$ cat src/rtl/key_sched_pkg.sv
// Shared definitions for the key schedule feeder: FSM states and default geometry.
package key_sched_pkg;

    localparam int KEY_W_DEF    = 12;
    localparam int NUM_KEYS_DEF = 4;
    localparam int WIN_LEN_DEF  = 5;

    typedef enum logic [1:0] {
        ST_EMPTY   = 2'd0,
        ST_LOADING = 2'd1,
        ST_ARMED   = 2'd2,
        ST_RUNNING = 2'd3
    } state_t;

endpackage

$ cat src/rtl/key_phase_counter.sv
// Free-running schedule phase counter (falling edge) and its key-window decode.
module key_phase_counter
    import key_sched_pkg::*;
#(
    parameter int NUM_KEYS = NUM_KEYS_DEF,
    parameter int WIN_LEN  = WIN_LEN_DEF
) (
    input  logic       clk,
    input  logic       rst,
    output logic [4:0] phase,
    output logic [1:0] window
);

    localparam int PERIOD = NUM_KEYS * WIN_LEN;

    logic [4:0] phase_reg;

    always_ff @(negedge clk or posedge rst) begin
        if (rst) begin
            phase_reg <= '0;
        end else if (phase_reg == 5'(PERIOD - 1)) begin
            phase_reg <= '0;
        end else begin
            phase_reg <= phase_reg + 5'd1;
        end
    end

    // Boundary compare chain instead of a divider on the phase path.
    always_comb begin
        window = '0;
        for (int w = 1; w < NUM_KEYS; w++) begin
            if (int'(phase_reg) >= w * WIN_LEN) begin
                window = 2'(w);
            end
        end
    end

    assign phase = phase_reg;

endmodule

$ cat src/rtl/key_schedule_feeder.sv
// Serially loads a key schedule, then drives one key per phase window to a downstream locked FSM.
module key_schedule_feeder
    import key_sched_pkg::*;
#(
    parameter int KEY_W    = KEY_W_DEF,
    parameter int NUM_KEYS = NUM_KEYS_DEF,
    parameter int WIN_LEN  = WIN_LEN_DEF
) (
    input  logic             clk,
    input  logic             rst,
    input  logic             clear,
    input  logic             load_valid,
    input  logic             load_bit,
    output logic             load_ready,
    input  logic             start,
    output logic [KEY_W-1:0] key_out,
    output logic [1:0]       window,
    output logic [4:0]       phase,
    output logic             armed,
    output logic             running
);

    localparam int TOTAL_BITS = KEY_W * NUM_KEYS;

    state_t                  state_reg;
    state_t                  state_next;
    logic [5:0]              count_reg;
    logic [TOTAL_BITS-1:0]   key_bits_reg;
    logic [KEY_W-1:0]        key_words [NUM_KEYS];
    logic                    accept;
    logic                    last_bit;

    key_phase_counter #(
        .NUM_KEYS (NUM_KEYS),
        .WIN_LEN  (WIN_LEN)
    ) u_phase (
        .clk    (clk),
        .rst    (rst),
        .phase  (phase),
        .window (window)
    );

    assign accept   = load_valid && load_ready;
    assign last_bit = (count_reg == 6'(TOTAL_BITS - 1));

    always_ff @(negedge clk or posedge rst) begin
        if (rst) begin
            state_reg <= ST_EMPTY;
        end else begin
            state_reg <= state_next;
        end
    end

    always_comb begin
        state_next = state_reg;
        case (state_reg)
            ST_EMPTY, ST_LOADING: begin
                if (accept) begin
                    state_next = last_bit ? ST_ARMED : ST_LOADING;
                end
            end
            ST_ARMED: begin
                if (start) begin
                    state_next = ST_RUNNING;
                end
            end
            default: state_next = state_reg;
        endcase
        if (clear) begin
            state_next = ST_EMPTY;
        end
    end

    always_comb begin
        load_ready = 1'b0;
        armed      = 1'b0;
        running    = 1'b0;
        case (state_reg)
            ST_EMPTY, ST_LOADING: load_ready = 1'b1;
            ST_ARMED:             armed      = 1'b1;
            ST_RUNNING: begin
                armed   = 1'b1;
                running = 1'b1;
            end
            default: ;
        endcase
    end

    // Bit n of the serial stream lands at flat position n, so key k bit 0 is its first bit.
    always_ff @(negedge clk or posedge rst) begin
        if (rst) begin
            count_reg    <= '0;
            key_bits_reg <= '0;
        end else if (clear) begin
            count_reg    <= '0;
            key_bits_reg <= '0;
        end else if (accept) begin
            key_bits_reg[count_reg] <= load_bit;
            if (!last_bit) begin
                count_reg <= count_reg + 6'd1;
            end
        end
    end

    generate
        for (genvar gi = 0; gi < NUM_KEYS; gi++) begin : g_key_words
            assign key_words[gi] = key_bits_reg[gi*KEY_W +: KEY_W];
        end
    endgenerate

    always_comb begin
        key_out = '0;
        if (state_reg == ST_RUNNING) begin
            key_out = key_words[window];
        end
    end

endmodule

$ cat config.mk
export PLATFORM = sky130hd
export DESIGN_NAME = key_schedule_feeder
export DESIGN_NICKNAME = d
export VERILOG_FILES = /design/src/rtl/key_sched_pkg.sv /design/src/rtl/key_phase_counter.sv /design/src/rtl/key_schedule_feeder.sv
export SDC_FILE = /design/constraint.sdc
export NUM_CORES = 1
export LEC_CHECK = 0
export ABC_AREA = 1
export CAP_MARGIN = 20
export CORE_UTILIZATION = 50
export CTS_CLUSTER_SIZE = 24
export DETAILED_ROUTE_END_ITERATION = 12
export GPL_TIMING_DRIVEN = 0
export PLACE_DENSITY = 0.79
export SYNTH_ARGS = -nofsm -noshare
export SYNTH_HDL_FRONTEND = slang
export SYNTH_SLANG_ARGS = --single-unit
$ cat constraint.sdc
create_clock -name clk -period 2.3 [get_ports clk]
set_input_delay 0.46 -clock clk [delete_from_list [all_inputs] [get_ports clk]]
set_output_delay 0.46 -clock clk [all_outputs]
set_load 0.1 [all_outputs]
# Word level (Yosys, flattened, before mapping)
# Cells that the tools add are included.
dict set report totals {
  inputBits 6
  ramBits 0
  out_inout_bits 22
  latchBits 0
  memories 0
  ff_bits 61
  romBits 0
}
dict set report op_classes {
  eq_ne 8
  n_shift 0
  div 0
  n_lt_le_gt_ge 6
  n_addsub 2
  mux 24
  n_mul 0
  reduce_logical 9
  n_bitwise 1
}
# cell count
set ops {}
lappend ops {{48-bit 2-to-1 mux} 2}
lappend ops {{48-bit bitwise mux} 1}
lappend ops {{12-bit 2-to-1 mux} 3}
lappend ops {{12-bit binary-select mux with 2-bit select} 1}
lappend ops {{6-bit 2-to-1 mux} 3}
lappend ops {{2-bit 2-to-1 mux} 6}
lappend ops {{5-bit by 4-bit greater-or-equal comparator with 1-bit output, second input constant} 2}
lappend ops {{6-bit by 7-bit < comparator with 1-bit output, second input constant} 1}
lappend ops {{6-bit by 1-bit adder with 6-bit output, second input constant} 1}
lappend ops {{1-bit demux with 6-bit select} 1}
lappend ops {{6-bit equality test, second input constant} 1}
lappend ops {{6-bit by 1-bit greater-or-equal comparator with 1-bit output, second input constant} 1}
lappend ops {{3-bit != test, second input constant} 2}
lappend ops {{5-bit by 1-bit adder with 5-bit output, second input constant} 1}
lappend ops {{5-bit equality test, second input constant} 1}
lappend ops {{5-bit by 3-bit greater-or-equal comparator with 1-bit output, second input constant} 1}
lappend ops {{1-bit 2-to-1 mux} 5}
lappend ops {{5-bit 2-to-1 mux} 1}
lappend ops {{2-bit equality test, second input constant} 2}
lappend ops {{2-bit case mux with 2 select lines} 1}
lappend ops {{2-bit OR reduction} 2}
lappend ops {{3-bit greater-or-equal comparator, second input constant} 1}
lappend ops {{2-bit inverter with 3-bit output} 1}
lappend ops {{3-bit AND reduction} 1}
lappend ops {{7 further kinds} 8}

# Logic depth before layout (Yosys ltp)
# Gate-level depths: netlist of run 1.
dict set report depth {
  ltp_word 9
  mapped_depth 13
  depth_no_buf 12
}

# By module
# A second synthesis of run 1 with hierarchy kept.
dict set report hier_totals {
  hier_cells 545
  area_unflattened_um2 3771.1
}
# module instances area_per_inst_um2 cells_each seq_area_each_um2
set by_module_without_submodules {}
lappend by_module_without_submodules {key_schedule_feeder 1 3463.3 508 1401.3}
lappend by_module_without_submodules {key_phase_counter 1 307.8 37 125.1}

==> results of run 1 <==
-- layer usage --
metal / track usage / vias to the layer above / wire, um
met5: 0 / - / 0
met4: 0.1909 / 0 / 608
met3: 0.06641 / 53 / 1307
met2: 0.5200 / 289 / 5919
met1: 0.4513 / 1921 / 4851
li1: - / 1754 / -
-- power groups by stage --
stage | Sequential, mW | Combinational, mW | Clock (mW)
6_report | 1.10 | 0.189 | 0.935
5_1_grt | 1.10 | 0.202 | 0.983
4_1_cts | 1.10 | 0.170 | 0.933
3_5_place_dp | 1.12 | 0.165 | 0
3_3_place_gp | 1.12 | 0.157 | 0
2_1_floorplan | 1.12 | 0.108 | 0
-- cells in the final DEF (no fill, tap or decap), drive strengths merged --
master           n
clkbuf          34
clkinvlp         3
nor3            12
nor4             2
nand2          123
nor2            49
dfrtn           61
xor2             1
a21oi           60
buf             63
inv             51
o211ai          10
o22ai           24
nand4            4
nand3b           8
clkdlybuf4s50    2
o21ai           36
nand3           11
ha               5
-- logic make-up (layout without fill, tap and decap cells) --
kind of cell	after synthesis	count (layout)	share of synthesized area
buf+inv	79	153	0.08960
compound gates	130	130	0.2021
simple gates	209	209	0.2505
xor+xnor	1	1	0.002509
flops	61	61	0.4373
fa+ha+maj	5	5	0.01792
-- worst max-delay path by stage --
stage	start	end	slack, ns	cells past startpoint
after floorplan	u_phase.phase[0]	key_out[0]	-2.21	13
after global placement	u_phase.phase[0]	key_out[2]	-2.52	11
after detailed placement	u_phase.phase[0]	key_out[2]	-2.54	11
after CTS	u_phase.phase[1]	key_out[2]	-1.70	11
after global routing	u_phase.phase[0]	key_out[8]	-1.89	12
final	u_phase.phase[0]	key_out[3]	-1.76	12
-- timing repair --
action,in CTS,in global routing
pin swaps,27,31
gates cloned,3,1
setup buffers,18,12
resized for setup,249,76
setup endpoints to repair,102,90
-- tightest hold or removal path: cells and delay by family (launching register included) --
kind | cells | cell delay, ns
buf+inv | 1 | 0.05
flops | 1 | 0.38
compound gates | 1 | 0.12
-- per-stage QoR --
stage / TNS [ns] / total power, mW / util / instances / hold WS, ns
after CTS: -26.42 / 2.204 / 0.7298 / 628 / 0.4706
after floorplan: -33.99 / 1.224 / - / 485 / 0.4438
after global placement: -126.32 / 1.275 / 0.6254 / 591 / 0.4503
final: -27.04 / 2.226 / 0.7776 / 639 / 0.4770
after global routing: -28.98 / 2.289 / 0.7776 / 639 / 0.4874
after detailed placement: -105.19 / 1.283 / 0.6294 / 592 / 0.4628
-- final cells by class --
cell class | instances | share of cell area
clock buffers | 16 | 0.03620
flip-flops and latches | 61 | 0.2905
repair buffers | 59 | 0.1534
well taps | 80 | 0.01905
plain buffers | 24 | 0.05144
inverters | 53 | 0.04168
repair inverters | 1 | 0.001429
multi-input cells | 345 | 0.4063
==> results.yml, run 1 <==
yosys:
  synth-async-reset-ratio: 1.000
  syn-instance-count: 485
  syn-num-nets: 496
  synth_top_area_cell: "dfrtn_1"
  yosysMostFrequentCell: "nand2_1"
  synth_seq_cells: 61
  ys_top_cells_by_count: "nand2_1 (122), dfrtn_1 (61), a21oi_1 (60), inv_1 (51), nor2_1 (48)"
  yosysTopAreaCellShare: 0.4373
  synth_edf_count: 0
  yosysWarnings: 0
  netlist_area_um2: 3491
  ys_types: 23
  synth_flop_cell: "dfrtn_1"
  synth.avg_cell_area_um2: 7.198
  netlist_top_cells_area: "dfrtn_1 (44%), nand2_1 (13%), a21oi_1 (8.6%)"
  yosysSeqAreaShare: 0.4373
critical_path:
  crit_slowest_cell: "dfrtn_1"
  path_class: "reg -> out"
  critical_path_buf_inv_count: 4
  crit_required_ns: 1.84
  cp_top_family: "simple AND/OR/NAND/NOR gates"
  worstPathCellList: "inv_1, ha_2, nor2_1, nor2_1, nor2_4, nand2_4, buf_12, buf_8, a21oi_4, nand2_2, a21oi_4, buf_12"
  worstPathArrival_ns: 3.60
  ff2ff_setup_slack_ns: 0.03
  critPathMaxStageDelay_ns: 0.47
  reg2reg_from: "count_reg[0]"
  worstReg2RegEnd: "key_bits_reg[41]"
  end_kind: "output port"
  critPathLaunchType: "register"
  rr_worst_depth: 5
  crit_path_max_fanout: 6
clock_tree:
  cts-root-buf: "clkbuf_8"
  hold_buffers: 0
  worstSkewPairLatency_ns: 0.34
  h-tree-depth: 3
  clk_pin_slew_ns: 0.05
  clock_sinks: 61
  cts_tree: "yes"
  cts_inserted_buffers: 9
  cts_buffer_depth: 2
status:
  status: "complete, but fails checks"
  violations: "DRC, setup timing"
sta:
  fin_ws_ns: -1.761
  slew-limit-headroom: 0.1570
  clock-skew-final_ns: 0.006478
  finalSetupViolCount: 22
  rsz0062_at_grt: "true"
  worst_pin_slew_ns: 1.255
  hold_viol: 0
  report.final.slew_viol_count: 0
placement:
  io_buffers: 26
  place_area_um2: 4253
  gp_congestion: 0.8994
  dpl.hpwl_um: 7133
  pre_cts_ws_ns: -2.540
floorplan:
  start_util: 0.5167
  die_area_um2: 7320
  fp.dieW_um: 85.56
  rows: 30
  core_um2: 6756
  pin_count: 28
  die_y_um: 85.56
cells_and_area:
  fin_nets: 565
  seqCellArea_um2: 1526
  final_area_um2: 5254
  largest_reg_flops: 48
  multiInputGateArea_um2: 2135
  fillCellCount: 420
  synthToLayoutAreaGrowth_pct: 50.50
  drive_gt1_frac: 0.3202
  diodes: 0
global_route:
  gr-total-overflow: 0
  grt_max_degree: 25
  grt_pass1_vias: 3724
  grt_pass1_wl_um: 18670
  track_usage: 0.3384
  antenna_found_initial: 0
power:
  power_frac_comb: 0.085
  ir_worst_vdd_mv: 0.3558
  swShare: 0.2570
  seq_power_share: 0.495
  switchingPower_uw: 572.2
  powerDensity_nw_per_um2: 423.7
  power_frac_clock: 0.420
  intPower_mw: 1.654
  p_leak_nw: 2.169
routing:
  num_vias: 4017
  wl_per_cell_um: 19.85
  route.antenna.remaining_nets: 0
  drt_first_pass_iters: 10
  vias_per_cell: 6.286
  drtIter0Drc: 556
  drc: 1
  wl_um: 12690
min_path:
  worstHoldStart: "key_bits_reg[11]"
  holdPathStages: 2
  min_to: "key_bits_reg[11]"
  hp-class: "reg -> reg"
run:
  maxCapViolCount: 0
Note: power is estimated with default switching activity, not from simulation.
==> inputs of run 2 (changes only) <==
CAP_MARGIN = 10   (was 20)
==> results of run 2 <==
Same layout as run 1: the final DEF is identical, and so are final timing and power.
